**config.mk**
```make
export PLATFORM = sky130hd
export DESIGN_NAME = fir_seq_ctrl
export DESIGN_NICKNAME = d
export VERILOG_FILES = /design/src/rtl/fir_seq_ctrl.sv
export SDC_FILE = /design/constraint.sdc
export NUM_CORES = 1
export LEC_CHECK = 0
export BUFFER_PORTS_ARGS = -buffer_cell sky130_fd_sc_hd__buf_2
export CORE_MARGIN = 2
export CORE_UTILIZATION = 55
export CTS_BUF_LIST = sky130_fd_sc_hd__clkbuf_2
export DETAILED_ROUTE_END_ITERATION = 8
export PLACE_DENSITY = 0.8
export SYNTH_ARGS = -nofsm -noshare
export SYNTH_HDL_FRONTEND = slang
export SYNTH_SLANG_ARGS = --single-unit
```
**constraint.sdc**
```tcl
create_clock -name clk -period 14.18 [get_ports clk]
set_input_delay 2.836 -clock clk [delete_from_list [all_inputs] [get_ports clk]]
set_output_delay 2.836 -clock clk [all_outputs]
set_load 0.01 [all_outputs]
```
**src/rtl/fir_seq_ctrl.sv**
```systemverilog
// Sample sequencer, result FIFO and coefficient bank for the fir_csm tap datapath.
// Define FIR_ROUND_SAT_EN to round/saturate results to 16 bits at FIFO push.
module fir_seq_ctrl #(
  parameter int N      = 4,
  parameter int LAT    = 3,
  parameter int RDEPTH = 4,
  parameter int DW     = 16,
  parameter int CW     = 17,
  parameter int OW     = 32,
  parameter int AW     = $clog2(N + 1)
) (
  input  logic            clk,
  input  logic            rst,
  input  logic            s_valid,
  output logic            s_ready,
  input  logic [DW-1:0]   s_data,
  output logic            m_valid,
  input  logic            m_ready,
  output logic [OW-1:0]   m_data,
  input  logic            cfg_we,
  input  logic [AW-1:0]   cfg_addr,
  input  logic [CW-1:0]   cfg_data,
  output logic            cfg_err,
  input  logic            flush_req,
  output logic            busy,
  output logic            fir_data_valid,
  output logic [DW-1:0]   fir_x_in,
  input  logic [OW-1:0]   fir_y_in,
  output logic [N*CW-1:0] coeff_bus
);
  localparam int CNTW = $clog2(RDEPTH + 1);
  localparam int PW   = (RDEPTH > 1) ? $clog2(RDEPTH) : 1;
  localparam int ZW   = (N > 1) ? $clog2(N) : 1;
  localparam logic [CW-1:0] COEFF_RST = CW'(17'h04000);
`ifdef FIR_ROUND_SAT_EN
  localparam logic signed [OW:0] RND    = (OW+1)'(32768);
  localparam logic signed [OW:0] SAT_HI = (OW+1)'(32767);
  localparam logic signed [OW:0] SAT_LO = -((OW+1)'(32768));
`endif

  typedef enum logic [1:0] {IDLE, RUN, FLUSH_WAIT, FLUSH_ZERO} state_t;

  state_t             state_q, state_d;
  logic [LAT:0]       tag_vld_q, tag_vld_d;
  logic [LAT:0]       tag_dis_q, tag_dis_d;
  logic               dv_q, dv_d;
  logic [DW-1:0]      x_q, x_d;
  logic [OW-1:0]      mem_q [RDEPTH];
  logic [OW-1:0]      mem_d [RDEPTH];
  logic [PW-1:0]      wr_ptr_q, wr_ptr_d, rd_ptr_q, rd_ptr_d;
  logic [CNTW-1:0]    count_q, count_d, inflight_q, inflight_d;
  logic [ZW-1:0]      zcnt_q, zcnt_d;
  logic [N*CW-1:0]    coeff_q, coeff_d;
  logic               cfg_err_q, cfg_err_d;
  logic [CNTW:0]      credit;
  logic               accept, zero_issue, push, pop;

  function automatic logic [PW-1:0] ptr_inc(input logic [PW-1:0] p);
    return (p == PW'(RDEPTH - 1)) ? '0 : p + PW'(1);
  endfunction

  function automatic logic [OW-1:0] shape(input logic [OW-1:0] y);
`ifdef FIR_ROUND_SAT_EN
    logic signed [OW:0] r;
    r = ($signed({y[OW-1], y}) + RND) >>> 16;
    if (r > SAT_HI)      return OW'(SAT_HI);
    else if (r < SAT_LO) return OW'(SAT_LO);
    else                 return OW'(r);
`else
    return y;
`endif
  endfunction

  always_comb begin
    // Credit uses registered counts only, so m_ready never reaches s_ready.
    credit     = {1'b0, inflight_q} + {1'b0, count_q};
    s_ready    = ((state_q == IDLE) || (state_q == RUN)) && !flush_req &&
                 (credit < (CNTW+1)'(RDEPTH));
    accept     = s_valid && s_ready;
    zero_issue = (state_q == FLUSH_ZERO);
    push       = tag_vld_q[LAT] && !tag_dis_q[LAT];
    m_valid    = (count_q != '0);
    pop        = m_valid && m_ready;
    m_data     = mem_q[rd_ptr_q];
    busy       = (state_q != IDLE);

    dv_d      = accept || zero_issue;
    x_d       = accept ? s_data : '0;
    tag_vld_d = {tag_vld_q[LAT-1:0], accept || zero_issue};
    tag_dis_d = {tag_dis_q[LAT-1:0], zero_issue};

    mem_d    = mem_q;
    wr_ptr_d = wr_ptr_q;
    rd_ptr_d = rd_ptr_q;
    if (push) begin
      mem_d[wr_ptr_q] = shape(fir_y_in);
      wr_ptr_d        = ptr_inc(wr_ptr_q);
    end
    if (pop) rd_ptr_d = ptr_inc(rd_ptr_q);

    count_d = count_q;
    case ({push, pop})
      2'b10:   count_d = count_q + CNTW'(1);
      2'b01:   count_d = count_q - CNTW'(1);
      default: count_d = count_q;
    endcase
    inflight_d = inflight_q;
    case ({accept, push})
      2'b10:   inflight_d = inflight_q + CNTW'(1);
      2'b01:   inflight_d = inflight_q - CNTW'(1);
      default: inflight_d = inflight_q;
    endcase

    state_d = state_q;
    zcnt_d  = zcnt_q;
    case (state_q)
      IDLE: begin
        if (flush_req)   state_d = FLUSH_WAIT;
        else if (accept) state_d = RUN;
      end
      RUN: begin
        if (flush_req) state_d = FLUSH_WAIT;
        else if (inflight_q == '0 && count_q == '0 && !accept) state_d = IDLE;
      end
      FLUSH_WAIT: begin
        if (tag_vld_q == '0) begin
          state_d = FLUSH_ZERO;
          zcnt_d  = '0;
        end
      end
      FLUSH_ZERO: begin
        zcnt_d = zcnt_q + ZW'(1);
        if (zcnt_q == ZW'(N - 1)) state_d = (count_d != '0) ? RUN : IDLE;
      end
      default: state_d = IDLE;
    endcase

    coeff_d   = coeff_q;
    cfg_err_d = 1'b0;
    if (cfg_we) begin
      if (state_q == IDLE && cfg_addr < AW'(N)) begin
        for (int unsigned i = 0; i < N; i++)
          if (cfg_addr == AW'(i)) coeff_d[i*CW +: CW] = cfg_data;
      end else begin
        cfg_err_d = 1'b1;
      end
    end
  end

  always_ff @(posedge clk or posedge rst) begin
    if (rst) begin
      state_q    <= IDLE;
      tag_vld_q  <= '0;
      tag_dis_q  <= '0;
      dv_q       <= 1'b0;
      x_q        <= '0;
      mem_q      <= '{default: '0};
      wr_ptr_q   <= '0;
      rd_ptr_q   <= '0;
      count_q    <= '0;
      inflight_q <= '0;
      zcnt_q     <= '0;
      coeff_q    <= {N{COEFF_RST}};
      cfg_err_q  <= 1'b0;
    end else begin
      state_q    <= state_d;
      tag_vld_q  <= tag_vld_d;
      tag_dis_q  <= tag_dis_d;
      dv_q       <= dv_d;
      x_q        <= x_d;
      mem_q      <= mem_d;
      wr_ptr_q   <= wr_ptr_d;
      rd_ptr_q   <= rd_ptr_d;
      count_q    <= count_d;
      inflight_q <= inflight_d;
      zcnt_q     <= zcnt_d;
      coeff_q    <= coeff_d;
      cfg_err_q  <= cfg_err_d;
    end
  end

  assign fir_data_valid = dv_q;
  assign fir_x_in       = x_q;
  assign cfg_err        = cfg_err_q;
  assign coeff_bus      = coeff_q;

endmodule

```
Yosys cells after proc, flatten, opt, wreduce, memory -nomap -nowiden

Index checks and enable logic that the tools add are counted.

Add/sub/neg operators: 8
$lt $le $gt $ge: 5
Eq/ne operators: 17
Mux-type cells: 23
Bitwise operators: 2
Reduce and logical (&&, ||, !) cells: 30

Operators by type and width:

| cell                  | number |
|---|---|
| $bwmux W128           | 1 |
| $mux W32              | 3 |
| $bmux W32 S2          | 1 |
| $demux W32 S2         | 1 |
| $mux W2               | 9 |
| $mux W16              | 1 |
| $eq A2 B2 Y1 const B  | 7 |
| $pmux W3 S2           | 2 |
| $reduce_and A3 Y1     | 4 |
| $logic_and A1 B1 Y1   | 9 |
| $logic_not A3 Y1      | 3 |
| $pmux W2 S4           | 1 |
| $add A2 B1 Y2 const B | 3 |
| $add A3 B1 Y3 const B | 2 |
| $eq A2 B1 Y1 const B  | 3 |
| $eq A3 B2 Y1 const B  | 2 |
| $ge A3 B3 Y1 const B  | 2 |
| $not A2 Y3            | 2 |
| $reduce_bool A2 Y1    | 3 |
| $reduce_bool A3 Y1    | 2 |
| $sub A3 B1 Y3 const B | 2 |
| $add A3 B3 Y4         | 1 |
| $logic_not A4 Y1      | 1 |
| $lt A4 B3 Y1 const B  | 1 |
| other kinds (14)      | 19 |

Flip-flop bits (word level): 236
Bits of input ports: 74
Logic and storage cells: 104

Longest topological paths before layout

Gate-level depths: netlist of run 1.

Depth in word-level cells: 10
Depth in mapped cells: 12
Depth with buffers taken out: 11

Worst setup path after synthesis of run 1

No wires, ideal clock.

Path kind: input to output
Start point: input flush_req
End point: output s_ready
Data arrival time: 3,180 ps
Data required time: 11,344 ps
Slack: 8,164 ps
Stages: 2
Buffers on the path: 0
Path through: nor2_1 -> and3_1

Cells in the longest elaborated chain, start to end: 3

Ends and longest elaborated chain:

| what                             | line | source |
|---|---|---|
| from (decl)                      | 24   | `input logic flush_req,` |
| $logic_not A1 Y1                 | 77   | `s_ready = ((state_q == IDLE) \|\| (state_q == RUN)) && !flush_req &&` |
| $logic_and A1 B1 Y1 (2 in a row) | 77   |  |
| to (decl)                        | 15   | `output logic s_ready,` |

No other way between the ends.

Final worst setup path of run 1

Same ends and word-level chain as after synthesis.

==> results.md, run 1 <==
- Status: finished, final reports clean
- Netlist cell types: 37
- # IOs: just under 200
- Die area: 0.01867 mm^2
- Hpwl dp: about 13 mm
- Root buffer cell: clkbuf_2
- Total of max-cap violations: 0
- Yosys top cell area share: 0.5973
- Synth top area cells: dfrtp_1 60%, mux2_2 23%, mux4_2 7.4%, ha_1 1.3%, dfstp_2 1.1%
- Final period util: 0.4426
- Final setup fails: 0
- Worst EP arrival: around 3.4 ns
- Port Buf Inserts: ~190
- Critical Path Sink Type: primary output
- Peak VDD IR: 0.1353 mV
- Commonest non-fill, non-tap cell in the layout: dfrtp_1
- Tot GR Track Use: 0.2184
- Layout area overhead: 17.38%
- Class of the worst hold path: reg2reg
- Number of global-route vias before repair: between 6k and 7k
- Final setup skew: ~0.034 ns
- Cell count after synthesis: 592
- RSZ-0062 raised after global routing: false
- Initial antenna violation count: 1
- CP Launch Type: primary input
- Cts bufs inserted: 58
- First-pass GRT wire length: between 30 and 40 mm
- Syn Nets: 678
- Cell taking the most area after synthesis: dfrtp_1
- Die width: about 140 um
- Endpoints failing hold: 0
- Tmin final: 6.277 ns
- Fin area: 0.01136 mm^2
- Layout cells sized above 1: 0.6082
- Flops & latches, synth: 235
- Sequential fraction of the synthesis area: 0.6081
- Largest fanout on the critical path: 4
- Top_reg_cell synth: dfrtp_1
- Final Power: roughly 2.6 mW
- Relative slew slack: 0.2970
- Worst Path Required: between 10 and 15 ns
- Core Rows: between 40 and 50
- Skew-Pair Late Insertion Delay: about 0.8 ns
- DR pass1 iterations: 4
- Final core utilization: 0.6590
- # hold bufs at CTS: 0
- Slew @ Worst Pin: roughly 1.1 ns
- Pwr/cell area: 227.9 mW/mm^2
- CTS tree: yes
- Routability Congestion: roughly 0.74
- Post_cts resized: 0
- WS Path Type: in2out
- H-tree levels: 2
- Sum Neg Setup Slack: 0 ns
- Drt drc: 0
- Area after DPL: roughly 0.011 mm^2
- Via count: slightly below 6k
- Initial core utilization: 0.5615
- Die height: between 100 and 150 um
- CTS sink count: 235
- Largest net degree at the start of global routing: ~150
- Total wire length: a little under 20 mm
- Clk buf depth: 3
- Mapped Area: a little under 0.01 mm^2
- EDFF count, synth: 0
- Wirelength per Cell: 18.05 um
- Commonest cells after routing, fill and taps aside: 230 x dfrtp_1, 197 x mux2_2, 194 x buf_2
- Leak Pwr: ~5.7 nW
- Clock slew at reported path FFs: roughly 0.1 ns
- Final ANT Viol Nets: 0
- Post-CTS setup buffer count: 0
- F_max: ~160 MHz
- Initial DRC count: 236
- Via/cell ratio: approximately 5.4
- Grt total ovfl: 0
- Mapped Avg Cell Area: 16.35 um^2
- Pins over their slew limit: 0
- Setup WS post-layout: 7.903 ns
- Warning count from the yosys run: 0
- Fraction of registers with async set/reset: 1.000
- # nets final: 911
- Core box area: approximately 0.017 mm^2
- Placement Setup Slack: about 8 ns
==> Yosys cell counts (all sizes together), types with 4 or more instances <==
cell    number
and2        16
buf         20
clkbuf       8
dfrtp      231
dfstp        4
ha          10
inv         15
mux2       197
mux4        32
nand2       13
nor2         5
nor3         5
o21ai        5
==> flip-flops by register name (all words and copies together), names as in the netlist <==
name / flops
mem_q: 128
wr_ptr_q: 2
tag_vld_q: 4
cfg_err: 1
zcnt_q: 2
coeff_bus: 68
fir_x_in: 16
count_q: 3
tag_dis_q: 4
inflight_q: 3
rd_ptr_q: 2
state_q: 2
==> worst max-delay path: stages <==
cell and delay (ns):
buf_2 0.12, nor2_1 0.17, and3_1 0.18, buf_2 0.13
==> logic make-up after synthesis <==
logic type | after synthesis | share of synthesized area
AND/OR/NAND/NOR | 54 | 0.03504
AO/OA/AOI/OAI | 11 | 0.007369
XOR/XNOR | 6 | 0.005431
flip-flops | 235 | 0.6081
buffers and inverters | 43 | 0.02120
adder cells (fa/ha/maj) | 12 | 0.01707
multiplexers | 231 | 0.3058
==> power breakdown <==
| group | leakage, nW | internal, mW | total [mW] | switching (mW) |
|---|---|---|---|---|
| combinational | 2.39 | 0.568 | 1.02 | 0.456 |
| clock | 0.394 | 0.161 | 0.423 | 0.261 |
| sequential | 2.89 | 0.979 | 1.14 | 0.164 |
| total | 5.67 | 1.71 | 2.59 | 0.881 |
==> path summary, 6_finish.rpt <==
| kind | startpoint | end | slack, ns | cells past startpoint |
|---|---|---|---|---|
| setup / recovery | flush_req | s_ready | 7.90 | 4 |
| hold / removal | tag_dis_q[0]$_DFF_PP0_ | tag_dis_q[1]$_DFF_PP0_ | 0.36 | 0 |
| setup reg to reg | tag_dis_q[3]$_DFF_PP0_ | state_q[0]$_DFFE_PP0P_ | 11.64 | 9 |
| hold reg to reg | tag_dis_q[0]$_DFF_PP0_ | tag_dis_q[1]$_DFF_PP0_ | 0.36 | 0 |
| max in group asynchronous | rst | rd_ptr_q[0]$_DFFE_PP0P_ | 10.18 | 3 |
| min in group asynchronous | rst | coeff_bus[67]$_DFFE_PP0P_ | 2.20 | 2 |
==> routing by layer <==
metal	GRT usage	up-vias	part of all wire
met4	0.08102	0	0.022
met2	0.3678	182	0.51
li1	-	2631	-
met5	0	-	0
met3	0.06556	37	0.066
met1	0.2672	3043	0.40
==> layout make-up <==
cell class / count / area, um^2
clock buffers: 85 / 425.4
flip-flops and latches: 235 / 5887
clock inverters: 23 / 88.84
well taps: 225 / 281.5
repair buffers: 201 / 1023
multi-input cells: 314 / 3587
inverters: 15 / 63.81
diodes: 1 / 2.502
fillers: 1215 / 5877
==> per-stage QoR <==
| stage | cells | hold WS [ns] |
|---|---|---|
| 5_1_grt | 1098 | 0.3797 |
| 3_3_place_gp | 990 | 0.3331 |
| 3_5_place_dp | 990 | 0.3457 |
| 2_1_floorplan | 592 | 0.3312 |
| 4_1_cts | 1098 | 0.3686 |
| 6_report | 1099 | 0.3646 |
(Power assumes the default switching activity.)
==> run 2, diff against run 1 <==
Settings changed: CORE_UTILIZATION 55 to 51, PLACE_DENSITY 0.8 to 0.78.
Clock period 14.18 ns to 5.5 ns, I/O delays scaled along.
==> results.md, run 2 (synthesis gave the netlist of run 1 again) <==
- Skew-Pair Late Insertion Delay: 0.81 ns (about the same)
- Hpwl dp: 13.30 mm (+3.5%)
- # hold bufs at CTS: 0 (unchanged)
- Placement Setup Slack: 2.478 ns (-5.422 ns)
- GR Layer Usage met3: 0.08032 (+0.01477)
- Routability Congestion: 0.7478 (+0.74%)
- Most Used Layer, Global Route: met2
- Largest fanout on the critical path: 25 (+21)
- Die area: 0.02009 mm^2 (+7.6%)
- Relative slew slack: 0.3512 (+0.05422)
- Layout cells sized above 1: 0.6241 (+0.01588)
- Reg with most FFs: mem_q
- Tmin final: ~3.7 ns
- Status: finished, final reports clean
- F_max: about 270 MHz
- Port Buf Inserts: 194 (unchanged)
- Final setup fails: 0 (unchanged)
- Met2 Track Usage GR: 0.3544 (-0.01341)
- Initial antenna violation count: 2 (+1)
- # nets final: 910 (-0.11%)
- Slew @ Worst Pin: 0.9697 ns (-0.08477 ns)
- Layout area overhead: 17.19%
- Clk pwr share: 0.164 (about the same)
- Pins over their slew limit: 0 (unchanged)
- Critical path, cell by cell: buf_4 > mux4_2 > buf_2
- CP max stage delay: 0.58 ns (+0.40 ns)
- Leak Pwr: 5.663 nW (-0.12%)
- CP Depth: 3 (-1)
- Via count: 5826 (-1.1%)
- Final core utilization: 0.6084 (-0.05066)
- Via/cell ratio: 5.311 (-0.96%)
- Reg2reg path depth: 9 (unchanged)
- Drt drc: 0 (unchanged)
- Clock slew at reported path FFs: 0.09 ns (about the same)
- Slowest stage cell, crit path: mux4_2
- Initial DRC count: 164 (-31%)
- Buf/Inv on CP: 2 (unchanged)
- Hold path cells: 0 (unchanged)
- Setup WS post-layout: 1.794 ns (-6.109 ns)
- Core box area: 0.01864 mm^2 (+8.2%)
- Critical Path Sink Type: primary output
- Grt total ovfl: 0 (unchanged)
- Post_cts resized: 0 (unchanged)
- CTS sink count: 235 (unchanged)
- CTS tree: yes
- Switching portion of total power: 0.3363 (-0.004208)
- Sum Neg Setup Slack: 0 ns (unchanged)
- Final ANT Viol Nets: 0 (unchanged)
- WS Path Type: reg2out
- Total wire length: 20.08 mm (+1.2%)
- # IOs: 195 (unchanged)
- Seq pwr share: 0.443 (+0.002)
- Peak VDD IR: 0.3069 mV (+130%)
- First-pass GRT wire length: 32.78 mm (+2.4%)
- Tot GR Track Use: 0.2059 (-0.01256)
- Switching Power: 2.239 mW (+150%)
- Met1 track demand over resource: 0.2397 (-0.02756)
- Die width: 141.8 um (+3.7%)
- Worst EP arrival: 2.61 ns (-0.83 ns)
- Final Power: 6.659 mW (+160%)
- Number of global-route vias before repair: 6631 (+0.33%)
- Top delay family on crit path: buffers and inverters
- H-tree levels: 2 (unchanged)
- Post-CTS setup buffer count: 0 (unchanged)
- Max reg flops: 128 (unchanged)
- Root buffer cell: clkbuf_2
- Die height: 141.8 um (+3.7%)
- Fillcell total: 1498 (+23%)
- Commonest non-fill, non-tap cell in the layout: dfrtp_1
- Internal Power: 4.420 mW (+160%)
- Core Rows: 50 (+4.2%)
- Initial core utilization: 0.5191 (-0.04236)
- Worst Path Required: 4.40 ns (-6.94 ns)
- Total of max-cap violations: 0 (unchanged)
- Final period util: 0.6738
- Endpoints failing hold: 0 (unchanged)
- Largest net degree at the start of global routing: 121 (-19%)
- DR pass1 iterations: 4 (unchanged)
- Logic gate share of total power: 0.393 (-0.003)
- RSZ-0062 raised after global routing: false
- Wirelength per Cell: 18.30 um (+1.4%)
- Worst hold margin: 0.3586 ns (-0.005972 ns)
- Final setup skew: 0.04909 ns (+0.01485 ns)
- Cts bufs inserted: 60 (+3.4%)
- Clk buf depth: 3 (unchanged)
- Commonest cells after routing, fill and taps aside: 230 x dfrtp_1, 197 x mux2_2, 194 x buf_2
- Pwr/cell area: 587.1 mW/mm^2 (+160%)
- CP Launch Type: flip-flop
- Class of the worst hold path: reg2reg
[run 2: cell types whose count changed in the layout (fill, tap and decap cells not counted), sizes merged]
cell      previous run  this run
clkinv              23         7
clkbuf              85        91
buf                201       198
clkinvlp             0         1
inv                 15        16
[run 2: area by class of cell]
type	instances	area (um^2)	share of cell area
Antenna cell	1	2.502	0.0002206
Clock buffer	91	455.4	0.04015
Clock inverter	9	33.78	0.002978
Inverter	15	60.06	0.005295
Multi-Input combinational cell	314	3597	0.3172
Sequential cell	235	5887	0.5190
Tap cell	234	292.8	0.02581
Timing Repair Buffer	198	1013	0.08935
[run 2: metal layers]
layer | routed length [um] | share of wire
met4 | 240 | 0.012
met2 | 10060 | 0.50
met5 | 11 | 0.00055
met3 | 1688 | 0.084
met1 | 8069 | 0.40
[run 2: stage by stage]
stage	std cells	area (um^2)
floorplan	592	9682
global placement	996	10850
detailed placement	996	10850
CTS	1096	11340
global route	1097	11340
finish	1097	11340
[run 2: worst paths after layout]
check | to | slack, ns | startpoint
worst min-delay path | tag_dis_q[3]$_DFF_PP0_ | 0.36 | tag_dis_q[2]$_DFF_PP0_
max in group asynchronous | mem_q[1]$_DFFE_PP0P_ | 3.58 | rst
worst min register to register | tag_dis_q[3]$_DFF_PP0_ | 0.36 | tag_dis_q[2]$_DFF_PP0_
worst max-delay path | m_data[10] | 1.79 | rd_ptr_q[0]$_DFFE_PP0P_
min in group asynchronous | coeff_bus[66]$_DFFE_PP0P_ | 0.48 | rst
worst max register to register | state_q[0]$_DFFE_PP0P_ | 2.87 | tag_dis_q[3]$_DFF_PP0_
[run 2: power groups by stage]
| stage | sequential [mW] | combinational [mW] | clock, mW |
|---|---|---|---|
| after floorplan | 2.95 | 1.77 | 0 |
| after global placement | 2.94 | 2.54 | 0 |
| after detailed placement | 2.99 | 2.67 | 0 |
| after CTS | 2.96 | 2.67 | 1.14 |
| after global routing | 3.05 | 2.86 | 1.22 |
| final | 2.95 | 2.62 | 1.09 |
